[config.mk]
export PLATFORM = sky130hd
export DESIGN_NAME = bitonic_stream_adapter_flat
export DESIGN_NICKNAME = d
export VERILOG_FILES = /design/src/rtl/bitonic_stream_adapter_if.sv /design/src/rtl/bitonic_stream_adapter.sv /design/src/flat_wrapper.sv
export SDC_FILE = /design/constraint.sdc
export NUM_CORES = 1
export LEC_CHECK = 0
export BUFFER_PORTS_ARGS = -buffer_cell sky130_fd_sc_hd__buf_4
export CAP_MARGIN = 20
export CELL_PAD_IN_SITES_DETAIL_PLACEMENT = 0
export CELL_PAD_IN_SITES_GLOBAL_PLACEMENT = 1
export CORE_MARGIN = 5
export CORE_UTILIZATION = 37
export DETAILED_ROUTE_END_ITERATION = 8
export PLACE_DENSITY_LB_ADDON = 0.05
export RECOVER_POWER = 100
export SYNTH_ARGS = -nofsm -noshare
export SYNTH_HDL_FRONTEND = slang
export SYNTH_SLANG_ARGS = --single-unit
[constraint.sdc]
create_clock -name clk -period 2.2 [get_ports clk]
set_clock_uncertainty 0.15 [all_clocks]
set_input_delay 0.55 -clock clk [delete_from_list [all_inputs] [get_ports clk]]
set_output_delay 0.55 -clock clk [all_outputs]
set_load 0.03 [all_outputs]
[src/rtl/bitonic_stream_adapter_if.sv]
// rtl/bitonic_stream_adapter_if.sv - upstream, sort-block and downstream signals of the adapter
interface bitonic_stream_adapter_if #(
   parameter int DATA_WIDTH  = 8,
   parameter int BLOCK_DEPTH = 1
);
   localparam int N = 2 ** BLOCK_DEPTH;

   logic [DATA_WIDTH-1:0]   in_data;
   logic                    in_valid;
   logic                    in_ready;
   logic [N*DATA_WIDTH-1:0] blk_data_in;
   logic                    blk_valid;
   logic [N*DATA_WIDTH-1:0] blk_data_out;
   logic                    blk_done;
   logic [DATA_WIDTH-1:0]   out_data;
   logic                    out_valid;
   logic                    out_ready;

   modport master (
      input  in_data, in_valid, blk_data_out, blk_done, out_ready,
      output in_ready, blk_data_in, blk_valid, out_data, out_valid
   );

   modport slave (
      output in_data, in_valid, blk_data_out, blk_done, out_ready,
      input  in_ready, blk_data_in, blk_valid, out_data, out_valid
   );
endinterface

[src/rtl/bitonic_stream_adapter.sv]
// rtl/bitonic_stream_adapter.sv - serialises elements into a sort-block word and streams the result back out
module bitonic_stream_adapter #(
   parameter int DATA_WIDTH  = 8,
   parameter int BLOCK_DEPTH = 1,
   parameter int TIMEOUT     = 64
) (
   input  logic                         clk,
   input  logic                         reset,
   bitonic_stream_adapter_if.master     bus,
   output logic                         timeout_err
);
   localparam int N      = 2 ** BLOCK_DEPTH;
   localparam int CNT_W  = (BLOCK_DEPTH > 0) ? BLOCK_DEPTH : 1;
   localparam int WAIT_W = $clog2(TIMEOUT + 1);
   localparam logic [CNT_W-1:0]  LAST_IDX  = CNT_W'(N - 1);
   localparam logic [WAIT_W-1:0] WAIT_LAST = WAIT_W'(TIMEOUT - 1);

   typedef enum logic [1:0] {FILL, LAUNCH, WAIT, DRAIN} state_t;

   state_t                  state, state_next;
   logic [CNT_W-1:0]        elem_cnt;
   logic [CNT_W-1:0]        out_idx;
   logic [WAIT_W-1:0]       wait_cnt;
   logic [N*DATA_WIDTH-1:0] data_reg;
   logic [N*DATA_WIDTH-1:0] result_reg;
   logic                    terr_q;
   logic                    in_fire, out_fire, capture, timed_out;

   always_ff @(posedge clk) begin
      if (reset) state <= FILL;
      else       state <= state_next;
   end

   // blk_done is only looked at in WAIT, so strobes in other states fall through untouched
   always_comb begin
      state_next    = state;
      in_fire       = 1'b0;
      out_fire      = 1'b0;
      capture       = 1'b0;
      timed_out     = 1'b0;
      bus.in_ready  = 1'b0;
      bus.blk_valid = 1'b0;
      bus.out_valid = 1'b0;
      case (state)
         FILL: begin
            bus.in_ready = 1'b1;
            in_fire      = bus.in_valid;
            if (bus.in_valid && elem_cnt == LAST_IDX) state_next = LAUNCH;
         end
         LAUNCH: begin
            bus.blk_valid = 1'b1;
            state_next    = WAIT;
         end
         WAIT: begin
            if (bus.blk_done) begin
               capture    = 1'b1;
               state_next = DRAIN;
            end else if (wait_cnt == WAIT_LAST) begin
               timed_out  = 1'b1;
               state_next = FILL;
            end
         end
         DRAIN: begin
            bus.out_valid = 1'b1;
            out_fire      = bus.out_ready;
            if (bus.out_ready && out_idx == LAST_IDX) state_next = FILL;
         end
         default: state_next = FILL;
      endcase
      if (reset) begin
         in_fire       = 1'b0;
         out_fire      = 1'b0;
         capture       = 1'b0;
         timed_out     = 1'b0;
         bus.in_ready  = 1'b0;
         bus.blk_valid = 1'b0;
         bus.out_valid = 1'b0;
      end
   end

   always_ff @(posedge clk) begin
      if (reset) begin
         elem_cnt   <= '0;
         out_idx    <= '0;
         wait_cnt   <= '0;
         data_reg   <= '0;
         result_reg <= '0;
         terr_q     <= 1'b0;
      end else begin
         if (in_fire) begin
            data_reg[elem_cnt*DATA_WIDTH +: DATA_WIDTH] <= bus.in_data;
            elem_cnt <= (elem_cnt == LAST_IDX) ? '0 : elem_cnt + CNT_W'(1);
         end
         if (state == LAUNCH)    wait_cnt <= '0;
         else if (state == WAIT) wait_cnt <= wait_cnt + WAIT_W'(1);
         if (capture)   result_reg <= bus.blk_data_out;
         if (timed_out) terr_q     <= 1'b1;
         if (out_fire) begin
            out_idx <= (out_idx == LAST_IDX) ? '0 : out_idx + CNT_W'(1);
         end
      end
   end

   assign bus.blk_data_in = reset ? '0 : data_reg;
   assign bus.out_data    = reset ? '0 : result_reg[out_idx*DATA_WIDTH +: DATA_WIDTH];
   assign timeout_err     = terr_q & ~reset;
endmodule

[src/flat_wrapper.sv]
// flat-port wrapper written by rule: the top's interface ports become plain ports
module bitonic_stream_adapter_flat 
#(
   parameter int DATA_WIDTH  = 8,
   parameter int BLOCK_DEPTH = 1,
   parameter int TIMEOUT     = 64
)
  (clk, reset, timeout_err, bus_in_data, bus_in_valid, bus_blk_data_out, bus_blk_done, bus_out_ready, bus_in_ready, bus_blk_data_in, bus_blk_valid, bus_out_data, bus_out_valid);
  bitonic_stream_adapter_if #(.DATA_WIDTH(DATA_WIDTH), .BLOCK_DEPTH(BLOCK_DEPTH)) bus_i ();
  input  logic clk;
  input  logic reset;
  output logic timeout_err;
  input wire logic [$bits(bus_i.in_data)-1:0] bus_in_data;
  input wire logic [$bits(bus_i.in_valid)-1:0] bus_in_valid;
  input wire logic [$bits(bus_i.blk_data_out)-1:0] bus_blk_data_out;
  input wire logic [$bits(bus_i.blk_done)-1:0] bus_blk_done;
  input wire logic [$bits(bus_i.out_ready)-1:0] bus_out_ready;
  output wire logic [$bits(bus_i.in_ready)-1:0] bus_in_ready;
  output wire logic [$bits(bus_i.blk_data_in)-1:0] bus_blk_data_in;
  output wire logic [$bits(bus_i.blk_valid)-1:0] bus_blk_valid;
  output wire logic [$bits(bus_i.out_data)-1:0] bus_out_data;
  output wire logic [$bits(bus_i.out_valid)-1:0] bus_out_valid;
  assign bus_i.in_data = bus_in_data;
  assign bus_i.in_valid = bus_in_valid;
  assign bus_i.blk_data_out = bus_blk_data_out;
  assign bus_i.blk_done = bus_blk_done;
  assign bus_i.out_ready = bus_out_ready;
  assign bus_in_ready = bus_i.in_ready;
  assign bus_blk_data_in = bus_i.blk_data_in;
  assign bus_blk_valid = bus_i.blk_valid;
  assign bus_out_data = bus_i.out_data;
  assign bus_out_valid = bus_i.out_valid;
  bitonic_stream_adapter #(.DATA_WIDTH(DATA_WIDTH), .BLOCK_DEPTH(BLOCK_DEPTH), .TIMEOUT(TIMEOUT)) u_core (.clk(clk), .reset(reset), .bus(bus_i), .timeout_err(timeout_err));
endmodule
# Yosys cells after proc, flatten, opt, wreduce, memory -nomap -nowiden
# Index checks and enable logic that the tools add are counted.
classes:
  add_sub_neg: 4
  eq_ne: 7
  shifts: 3
  mux: 27
  bitwise_logic: 2
  reduce_logical: 5
op_table:
  columns: ["cell", "count"]
  rows:
  - ["4-bit negator with 34-bit output", 1]
  - ["8-bit by 34-bit variable shift with 16-bit output, first input constant", 1]
  - ["8-bit by 34-bit indexed part select with 16-bit output", 1]
  - ["1-bit 2-to-1 mux", 19]
  - ["16-bit bitwise mux", 1]
  - ["16-bit 2-to-1 mux", 1]
  - ["16-bit by 5-bit indexed part select with 8-bit output", 1]
  - ["2-bit 2-to-1 mux", 4]
  - ["8-bit 2-to-1 mux", 1]
  - ["2-bit one-hot mux with 4 select lines", 1]
  - ["7-bit by 1-bit adder with 7-bit output, second input constant", 1]
  - ["7-bit by 6-bit == test with 1-bit output, second input constant", 1]
  - ["2-bit == test, second input constant", 2]
  - ["2-bit by 1-bit != test with 1-bit output, second input constant", 2]
  - ["3-bit by 2-bit != test with 1-bit output, second input constant", 1]
  - ["3-bit AND reduction", 1]
  - ["1-bit adder, second input constant", 2]
  - ["2-bit by 1-bit == test with 1-bit output, second input constant", 1]
  - ["1-bit logical AND", 2]
  - ["2-bit logical NOT", 1]
  - ["2-bit OR reduction", 1]
  - ["1-bit AND", 1]
  - ["1-bit inverter", 1]
totals:
  reg_bits: 44
  input_bits: 29
  out_inout_bits: 28
  elab_cells: 55

# Logic depth before layout (Yosys ltp)
# Gate-level depths: netlist (run 1).
depth:
  depth_word: 5
  depth_mapped: 6
  depth_no_buf: 4

# Least setup slack after synthesis (run 1)
# OpenSTA, ideal clock, no wires.
synth_timing:
  path_type: "input to output"
  start: "input reset"
  end: "output bus_blk_valid"
  arrival_ns: 1.644
  slack_ns: -0.144
  stages: 3
  n_path_buf: 2
  path_cell_list: "buf_2 -> buf_1 -> nor3b_1"
synth_between:
  elab_chain_len: 1
synth_lines:
  columns: ["item", "line", "source"]
  rows:
  - ["start: declaration", "flat_wrapper.sv:11", "input logic reset;"]
  - ["1-bit 2-to-1 mux", "bitonic_stream_adapter.sv:70", "if (reset) begin"]
  - ["end: declaration", "flat_wrapper.sv:20", "output wire logic [$bits(bus_i.blk_valid)-1:0] bus_blk_valid;"]
# Every way passes these cells.

# Worst setup path in the final report (run 1)
layout_timing:
  start: "input reset"
  end: "output bus_blk_data_in[10]"
layout_between:
  elab_chain_len: 1
layout_lines:
  columns: ["item", "line", "source"]
  rows:
  - ["16-bit 2-to-1 mux", "bitonic_stream_adapter.sv:104", "assign bus.blk_data_in = reset ? '0 : data_reg;"]
  - ["end: declaration", "flat_wrapper.sv:19", "output wire logic [$bits(bus_i.blk_data_in)-1:0] bus_blk_data_in;"]
# Every way passes these cells.

==> key figures, run 1 <==
Drt
  • Detailed-route DRC error count: 0
  • Vias/cell: 4.71
  • Number of detailed-route iterations in the first pass: 4
  • Final wirelength: 4530 um
  • Count of routing violations after the opening detailed-route iteration: 47
  • Vias after detailed routing: 1696
  • Number of antenna-violating nets in the routed design: 0
  • Wire per inst: 12.6 um

STA
  • Unrepaired setup endpoints after global routing: false
  • Portion of the clock cycle consumed by the worst path in the final layout: 93.5%
  • Setup TNS after final layout: 0 ps
  • Pins Over Slew Limit: 0
  • Fmax: 486 MHz
  • Setup violators final: 0
  • Final hold violations: 0
  • Final setup margin: 144 ps
  • Post-layout min period: 2060 ps
  • Relative slew slack: 55.5%
  • Measured slew at the worst slew-check pin: 665 ps
  • Final-layout worst hold slack: 301 ps

Clock tree
  • Buffers inserted during post-CTS setup optimization: 0
  • H-tree depth: 2
  • Clock network latency to the later pin of the worst-skew pair: 290 ps
  • Buffer type at the clock tree root: clkbuf_8
  • Hold-fix buffers at CTS: 0
  • Count of clock tree sinks: 44
  • Maximum number of buffers from clock root to sink: 2
  • CTS tree: done
  • Clock edge transition at the registers on the reported setup and hold paths: 70 ps
  • CTS buffer count: 5
  • CTS resizes: 0

Die
  • Horizontal die dimension: 82.8 um
  • Row count: 26
  • Initial cell density of the core: 38.1%
  • Number of top-level pins: 57
  • Vertical die dimension: 82.8 um
  • Die footprint: 6860 um^2
  • Core ar.: 5140 um^2

Logic synthesis
  • Sequential element share of the synthesized area: 44.9%
  • Share of flip-flops with an asynchronous set or reset: 0%
  • Count of flip-flops with a built-in enable after synthesis: 0
  • Post-synthesis cell type count: 34
  • Number of instances in the synthesized netlist: 229
  • Mean instance size in the synthesized netlist: 8.56 um^2
  • Flop and latch count out of synthesis: 44
  • Summed instance area of the synthesized netlist: 1960 um^2
  • Syn Nets: 259
  • Dominant register cell in the synthesized netlist: dfxtp_1
  • Syn. warnings: 0

Final layout
  • Fin area: 2510 um^2
  • Fin nets: 320
  • Share of layout cells above drive strength 1: 25.9%
  • Relative area change from synthesis to final layout: 28.0%
  • Count of antenna diodes in the layout: 0

Placement
  • Placed cell area: 2540 um^2
  • Buffers added on ports: 56
  • Post-placement worst setup slack: 215 ps
  • Post-detail-place hpwl: 3380 um
  • Routability congestion estimate from global placement: 0.674

Power and ir drop
  • Total power: 1.75 mW
  • Worst vdd ir: 0.384 mV
  • Leakage power: 0.947 nW
  • Pwr Density: 697 nW/um^2

Outcome
  • Status: complete, no violations

Global routing
  • Global-route wire length before repair: 7570 um
  • Vias in the first global route: 1682
  • GR Util All Layers: 14.2%
  • Total congestion overflow after global routing: 0
  • Maximum number of pins on one net before global-route repair: 19
  • Initial antenna violation count: 0

Critical path
  • Largest driver fanout on the critical path: 18
  • CP Capture Type: primary output
  • Req. time, crit path: 1500 ps
  • Arrival @ worst endpoint: 1360 ps
  • Type of the setup path with the least slack: in -> out
  • Startpoint type of the worst setup path: input pin

Min path
  • HP Class: reg -> reg

Job
  • Number of max-cap violations: 0
==> logic make-up after synthesis <==
family,count (synthesis),share of synthesized area [%]
and+or+nand+nor,96,25.9
buffers and inverters,18,4.08
DFF,44,44.9
adders and majority gates,1,0.638
muxes,17,9.19
AOI/OAI and AO/OA,49,13.5
xor gates and xnor gates,4,1.79
==> per-layer routing <==
layer	track usage, %	part of all wire, %	vias up
met1	19.1	49	754
met5	0	0	-
met4	4.90	1.5	0
met2	22.5	44	39
met3	3.02	5.0	7
li1	-	-	896
==> synth_stat cells (2+ instances only) <==
library cell	number	area, um^2
a21oi_1	29	145
nor3b_1	3	22.5
mux2i_1	9	90.1
nor2b_1	19	119
o21ai_0	14	70.1
nand3_1	10	50.1
a211oi_1	2	15.0
nor2_1	15	56.3
xnor2_1	3	26.3
nand2_1	33	124
clkbuf_1	8	30.0
or3_1	4	25.0
nand3b_1	3	22.5
dfxtp_1	44	881
mux2_2	8	90.1
buf_2	4	20.0
inv_1	3	11.3
buf_1	2	7.51
==> where the power goes <==
group          switching, mW  internal, mW  total [mW]  leakage (nW)
logic                  0.206         0.157       0.364         0.549
registers             0.0549         0.855       0.910         0.357
clock network          0.259         0.216       0.475        0.0410
total                  0.520          1.23        1.75         0.947
==> worst paths after layout <==
path	start	end	slack, ps	cells after the start
worst min-delay path	u_core.result_reg[0]$_SDFFE_PP0P_	u_core.result_reg[0]$_SDFFE_PP0P_	300	2
worst max-delay path	reset	bus_blk_data_in[10]	140	4
worst min register to register	u_core.result_reg[0]$_SDFFE_PP0P_	u_core.result_reg[0]$_SDFFE_PP0P_	300	2
worst max register to register	u_core.state[1]$_SDFFE_PP0P_	u_core.data_reg[7]$_SDFFE_PP0P_	280	5
==> final cells by class <==
class	instances	area (um^2)
clock inverter	1	5.00
clock buffer	6	72.6
tap	70	87.6
inverter	3	11.3
fill	535	2630
timing repair buffer	69	445
sequential	44	882
multi-input combinational	167	1000
==> critical path, cell delays in order <==
cell and delay (ps):
buf_4 180, buf_12 150, nor2b_1 130, clkbuf_1 330
==> metrics by stage <==
stage | cells | util (%)
floorplan | 229 | -
global placement | 353 | 49.5
detailed placement | 353 | 49.5
CTS | 360 | 51.0
global route | 360 | 48.8
finish | 360 | 48.8
==> cell usage in the layout (no fill, tap or decap), drive strengths merged, types with 4 or more instances in the layout <==
cell type | Yosys | final
dfxtp | 44 | 44
buf | 7 | 39
clkbuf | 8 | 36
nand2 | 34 | 34
a21oi | 29 | 29
nor2b | 19 | 19
nor2 | 15 | 15
o21ai | 14 | 14
nand3 | 10 | 10
mux2i | 9 | 9
mux2 | 8 | 8
or3 | 4 | 4
(Power assumes the default switching activity.)
==> run 2, diff against run 1 <==
--- a/config.mk
+++ b/config.mk
@@ -12,8 +12,9 @@
 export CORE_MARGIN = 5
 export CORE_UTILIZATION = 37
 export DETAILED_ROUTE_END_ITERATION = 8
-export PLACE_DENSITY_LB_ADDON = 0.05
+export PLACE_DENSITY = 0.86
 export RECOVER_POWER = 100
+export SETUP_SLACK_MARGIN = 0.02
 export SYNTH_ARGS = -nofsm -noshare
 export SYNTH_HDL_FRONTEND = slang
 export SYNTH_SLANG_ARGS = --single-unit
==> run 2 against run 1 <==
  * Non-clock buffer count shrank 8
  * Clock power is 39% higher
  * Sequential power about the same
  * Worst hold slack improved by 4.0 ps
  * Via count is 0.94% lower
  * Register-to-register slack improved by 20 ps
  * Routed wire length fell by 5.7%
  * Critical endpoint is now bus_blk_data_in[14]
  * Largest power group unchanged
==> key figures, run 2 (same netlist as run 1, synthesis figures left out) <==
Die
  • Vertical die dimension: 82.8 um (unchanged)
  • Initial cell density of the core: 38.1% (unchanged)
  • Die footprint: 6860 um^2 (unchanged)
  • Row count: 26 (unchanged)
  • Horizontal die dimension: 82.8 um (unchanged)
  • Core ar.: 5140 um^2 (unchanged)
  • Number of top-level pins: 57 (unchanged)

STA
  • Relative slew slack: 57.0% (+1.5 points)
  • Setup violators final: 0 (unchanged)
  • Final hold violations: 0 (unchanged)
  • Fmax: 481 MHz (-1.1%)
  • Portion of the clock cycle consumed by the worst path in the final layout: 94.5% (+1.1 points)
  • Unrepaired setup endpoints after global routing: false
  • Post-layout min period: 2080 ps (+23.8 ps)
  • Pins Over Slew Limit: 0 (unchanged)
  • Measured slew at the worst slew-check pin: 635 ps (-29.9 ps)

Drt
  • Detailed-route DRC error count: 0 (unchanged)
  • Final wirelength: 4270 um (-5.7%)
  • Vias/cell: 4.76 (+1.0%)
  • Wire per inst: 12.1 um (-3.8%)
  • Vias after detailed routing: 1680 (-0.94%)
  • Number of antenna-violating nets in the routed design: 0 (unchanged)
  • Number of detailed-route iterations in the first pass: 4 (unchanged)
  • Met3 routed wirelength: 416 um (+84%)
  • Count of routing violations after the opening detailed-route iteration: 41 (-13%)
  • Highest signal layer in the routed design: met3
  • WL met2: 1770 um (-12%)
  • Wl on met1: 2080 um (-6.2%)

Final layout
  • Leading cell type in the layout, fill and taps excluded: dfxtp_1
  • Final cell count without fillers: 353 (-1.9%)
  • Most frequent cells in the layout: 43 x dfxtp_1, 33 x nand2_1, 33 x buf_4
  • Relative area change from synthesis to final layout: 27.4%
  • Fin area: 2500 um^2 (-0.40%)
  • Share of layout cells above drive strength 1: 30.4% (+4.5 points)
  • Layout Utilization: 48.6% (-0.19 points)
  • Count of antenna diodes in the layout: 0 (unchanged)
  • Fin nets: 312 (-2.5%)

Clock tree
  • CTS buffer count: 5 (unchanged)
  • Clock network latency to the later pin of the worst-skew pair: 290 ps (about the same)
  • Hold-fix buffers at CTS: 0 (unchanged)
  • H-tree depth: 2 (unchanged)
  • Buffers inserted during post-CTS setup optimization: 0 (unchanged)
  • Buffer type at the clock tree root: clkbuf_8
  • Clock edge transition at the registers on the reported setup and hold paths: 80 ps (about the same)
  • CTS resizes: 0 (unchanged)
  • Maximum number of buffers from clock root to sink: 2 (unchanged)
  • CTS tree: done
  • Count of clock tree sinks: 44 (unchanged)

Global routing
  • Vias in the first global route: 1620 (-3.7%)
  • Global-route wire length before repair: 7130 um (-5.7%)
  • Total congestion overflow after global routing: 0 (unchanged)
  • Maximum number of pins on one net before global-route repair: 56 (+37)
  • GR Util All Layers: 13.1% (-1.1 points)
  • Initial antenna violation count: 0 (unchanged)

Power and ir drop
  • Leakage power: 0.992 nW (+4.7%)
  • Pwr Density: 766 nW/um^2 (+10%)
  • Worst vdd ir: 0.389 mV (+1.3%)
  • Total power: 1.92 mW (+9.5%)

Critical path
  • RR Startpoint: u_core.state[1]$_SDFFE_PP0P_
  • Logic depth of the worst register-to-register path: 5 (unchanged)
  • Req. time, crit path: 1500 ps (about the same)
  • Type of the setup path with the least slack: in -> out
  • Arrival @ worst endpoint: 1380 ps (+20 ps)
  • Startpoint of the worst setup timing path: reset
  • Startpoint type of the worst setup path: input pin
  • CP Capture Type: primary output
  • Largest driver fanout on the critical path: 55 (+37)

Min path
  • HP Class: reg -> reg
  • Worst hold start: u_core.result_reg[9]$_SDFFE_PP0P_
  • Cell depth of the worst min-delay path: 2 (unchanged)

Placement
  • Post-detail-place hpwl: 3080 um (-9.1%)
  • Placed cell area: 2460 um^2 (-3.3%)
  • Buffers added on ports: 56 (unchanged)
  • Placed Cells incl. Taps: 345 (-2.3%)
  • Routability congestion estimate from global placement: 0.681 (+1.2%)

Outcome
  • Status: complete, no violations

Job
  • Number of max-cap violations: 0 (unchanged)
[run 2: power by group]
| group | internal (mW) | switching, mW | total, mW |
|---|---|---|---|
| Sequential | 0.855 | 0.0532 | 0.909 |
| Clock | 0.401 | 0.261 | 0.661 |
| Combinational | 0.148 | 0.197 | 0.345 |
| Total | 1.40 | 0.511 | 1.92 |
[run 2: layout make-up]
type	count	area, um^2
timing repair buffer	61	387
inverter	3	11.3
clock inverter	1	30.0
multi-input combinational	167	1000
tap	70	87.6
fill	548	2640
sequential	44	882
clock buffer	7	96.3
[run 2: metal layers]
metal | GRT usage (%) | vias to the layer above
met4 | 3.43 | 0
met5 | 0 | -
met2 | 21.3 | 48
met3 | 4.75 | 0
li1 | - | 886
met1 | 16.5 | 746
[run 2: metrics by stage]
step,hold WS (ps),setup WS [ps],setup TNS (ps)
after floorplan,282,-144,-348
after global placement,291,106,0
after detailed placement,296,86.3,0
after CTS,307,56.7,0
after global routing,324,36.0,0
final,305,120,0
[run 2: worst paths after layout]
check / end / slack (ps)
worst max-delay path: bus_blk_data_in[14] / 120
worst min register to register: u_core.result_reg[9]$_SDFFE_PP0P_ / 300
worst max register to register: u_core.data_reg[6]$_SDFFE_PP0P_ / 300
worst min-delay path: u_core.result_reg[9]$_SDFFE_PP0P_ / 300
[run 2: worst max-delay path, cell delays in order]
cell	delay, ps
buf_4	470
nor2b_1	140
buf_2	210
==> run 3, diff against run 2 <==
--- a/config.mk
+++ b/config.mk
@@ -12,9 +12,10 @@
 export CORE_MARGIN = 5
 export CORE_UTILIZATION = 37
 export DETAILED_ROUTE_END_ITERATION = 8
-export PLACE_DENSITY = 0.86
+export PLACE_DENSITY_LB_ADDON = 0.15
 export RECOVER_POWER = 100
 export SETUP_SLACK_MARGIN = 0.02
 export SYNTH_ARGS = -nofsm -noshare
 export SYNTH_HDL_FRONTEND = slang
 export SYNTH_SLANG_ARGS = --single-unit
+export TNS_END_PERCENT = 10
==> run 3 against run 2 <==
  * Setup slack improved by 4.0 ps
  * Global-route usage rose by 0.62 points
  * Final cell count rose by 1.4%
  * Design area rose by 0.40%
  * Routed wire length rose by 5.2%
  * Register-to-register slack barely moved
  * Critical path type unchanged
==> key figures, run 3 (same netlist as run 1, synthesis figures left out) <==
Critical path
  • RR Startpoint: u_core.state[1]$_SDFFE_PP0P_
  • Last element of the critical path: bus_blk_data_in[5]
  • Startpoint of the worst setup timing path: reset
  • Startpoint type of the worst setup path: input pin
  • Arrival @ worst endpoint: 1380 ps (about the same)
  • Logic depth of the worst register-to-register path: 4 (-1)
  • CP Capture Type: primary output
  • Reg-to-reg critical path endpoint: u_core.data_reg[13]$_SDFFE_PP0P_
  • Largest driver fanout on the critical path: 20 (-64%)
  • Req. time, crit path: 1500 ps (about the same)
  • Type of the setup path with the least slack: in -> out
  • Setup slack, reg-to-reg: 290 ps (about the same)

Die
  • Die footprint: 6860 um^2 (unchanged)
  • Core ar.: 5140 um^2 (unchanged)
  • Horizontal die dimension: 82.8 um (unchanged)
  • Vertical die dimension: 82.8 um (unchanged)
  • Initial cell density of the core: 38.1% (unchanged)
  • Row count: 26 (unchanged)
  • Number of top-level pins: 57 (unchanged)

Global routing
  • Global-route wire length before repair: 7200 um (+0.87%)
  • Maximum number of pins on one net before global-route repair: 21 (-63%)
  • Vias in the first global route: 1588 (-2.0%)
  • Total congestion overflow after global routing: 0 (unchanged)
  • GR Util All Layers: 13.8% (+0.62 points)
  • Initial antenna violation count: 0 (unchanged)

Drt
  • Number of detailed-route iterations in the first pass: 4 (unchanged)
  • Count of routing violations after the opening detailed-route iteration: 70 (+71%)
  • Number of antenna-violating nets in the routed design: 0 (unchanged)
  • Vias after detailed routing: 1698 (+1.1%)
  • Final wirelength: 4490 um (+5.2%)
  • Vias/cell: 4.74 (-0.34%)
  • Wire per inst: 12.6 um (+3.7%)
  • Detailed-route DRC error count: 0 (unchanged)

STA
  • Final-layout worst hold slack: 303 ps (-1.65 ps)
  • Setup violators final: 0 (unchanged)
  • Fmax: 482 MHz (+0.19%)
  • Measured slew at the worst slew-check pin: 613 ps (-22.5 ps)
  • Relative slew slack: 58.6% (+1.5 points)
  • Final hold violations: 0 (unchanged)
  • Pins Over Slew Limit: 0 (unchanged)
  • Unrepaired setup endpoints after global routing: false
  • Post-layout min period: 2080 ps (-4.03 ps)
  • Portion of the clock cycle consumed by the worst path in the final layout: 94.4% (-0.18 points)

Final layout
  • Fin nets: 318 (+1.9%)
  • Fill count: 582 (+6.2%)
  • Relative area change from synthesis to final layout: 28.0%
  • Most frequent cells in the layout: 42 x dfxtp_1, 38 x buf_4, 33 x nand2_1
  • Count of antenna diodes in the layout: 0 (unchanged)
  • Share of layout cells above drive strength 1: 25.3% (-5.0 points)
  • Leading cell type in the layout, fill and taps excluded: dfxtp_1
  • Fin area: 2510 um^2 (+0.40%)

Outcome
  • Status: complete, no violations

Clock tree
  • CTS tree: done
  • Count of clock tree sinks: 44 (unchanged)
  • Maximum number of buffers from clock root to sink: 2 (unchanged)
  • Clock network latency to the later pin of the worst-skew pair: 290 ps (about the same)
  • Buffers inserted during post-CTS setup optimization: 0 (unchanged)
  • Clock edge transition at the registers on the reported setup and hold paths: 80 ps (about the same)
  • H-tree depth: 2 (unchanged)
  • CTS buffer count: 5 (unchanged)
  • Buffer type at the clock tree root: clkbuf_8
  • CTS resizes: 0 (unchanged)
  • Hold-fix buffers at CTS: 0 (unchanged)

Min path
  • HP Class: reg -> reg
  • Cell depth of the worst min-delay path: 2 (unchanged)

Job
  • Number of max-cap violations: 0 (unchanged)

Power and ir drop
  • Leakage power: 0.973 nW (-1.9%)
  • Total power: 1.81 mW (-5.3%)
  • Pwr Density: 723 nW/um^2 (-5.7%)
  • Worst vdd ir: 0.331 mV (-15%)

Placement
  • Routability congestion estimate from global placement: 0.733 (+7.6%)
  • Buffers added on ports: 56 (unchanged)
  • Post-detail-place hpwl: 3280 um (+6.5%)
  • Placed cell area: 2510 um^2 (+2.0%)
run 3: layer usage:
metal,global-route usage [%],share of wire (%)
met5,0,0
met4,4.41,1.3
met3,3.89,4.6
met2,21.3,46
met1,18.4,49
run 3: power breakdown:
group	switching (mW)	internal [mW]	total (mW)	leakage (nW)
registers	0.0546	0.856	0.911	0.357
clock network	0.265	0.280	0.544	0.0503
logic	0.203	0.156	0.359	0.565
total	0.522	1.29	1.81	0.973
run 3: worst max-delay path, cell delays in order:
cell and delay [ps]:
buf_4 190, buf_12 170, nor2b_1 130, clkbuf_1 330
run 3: stage by stage:
| step | setup TNS (ps) | worst slack (ps) | util [%] | instances |
|---|---|---|---|---|
| floorplan | -368 | -144 | - | 229 |
| global placement | 0 | 252 | 48.8 | 351 |
| detailed placement | 0 | 242 | 48.8 | 351 |
| CTS | 0 | 135 | 50.7 | 358 |
| global route | 0 | 53.5 | 48.8 | 358 |
| finish | 0 | 124 | 48.8 | 358 |
run 3: worst min-delay path by stage:
stage                                  startpoint                                 end  slack, ps
3_3_place_gp    u_core.result_reg[7]$_SDFFE_PP0P_   u_core.result_reg[7]$_SDFFE_PP0P_        290
4_1_cts         u_core.result_reg[1]$_SDFFE_PP0P_   u_core.result_reg[1]$_SDFFE_PP0P_        310
5_1_grt        u_core.result_reg[11]$_SDFFE_PP0P_  u_core.result_reg[11]$_SDFFE_PP0P_        320
3_5_place_dp    u_core.result_reg[1]$_SDFFE_PP0P_   u_core.result_reg[1]$_SDFFE_PP0P_        290
2_1_floorplan          u_core.terr_q$_SDFFE_PP0P_          u_core.terr_q$_SDFFE_PP0P_        280
6_report        u_core.result_reg[1]$_SDFFE_PP0P_   u_core.result_reg[1]$_SDFFE_PP0P_        300
run 3: cell type report:
| type | count | area [um^2] | area share (%) |
|---|---|---|---|
| multi-input combinational | 167 | 985 | 39.3 |
| sequential | 44 | 883 | 35.2 |
| timing repair buffer | 67 | 445 | 17.8 |
| clock buffer | 7 | 96.3 | 3.84 |
| tap | 70 | 87.6 | 3.49 |
| inverter | 3 | 11.3 | 0.449 |
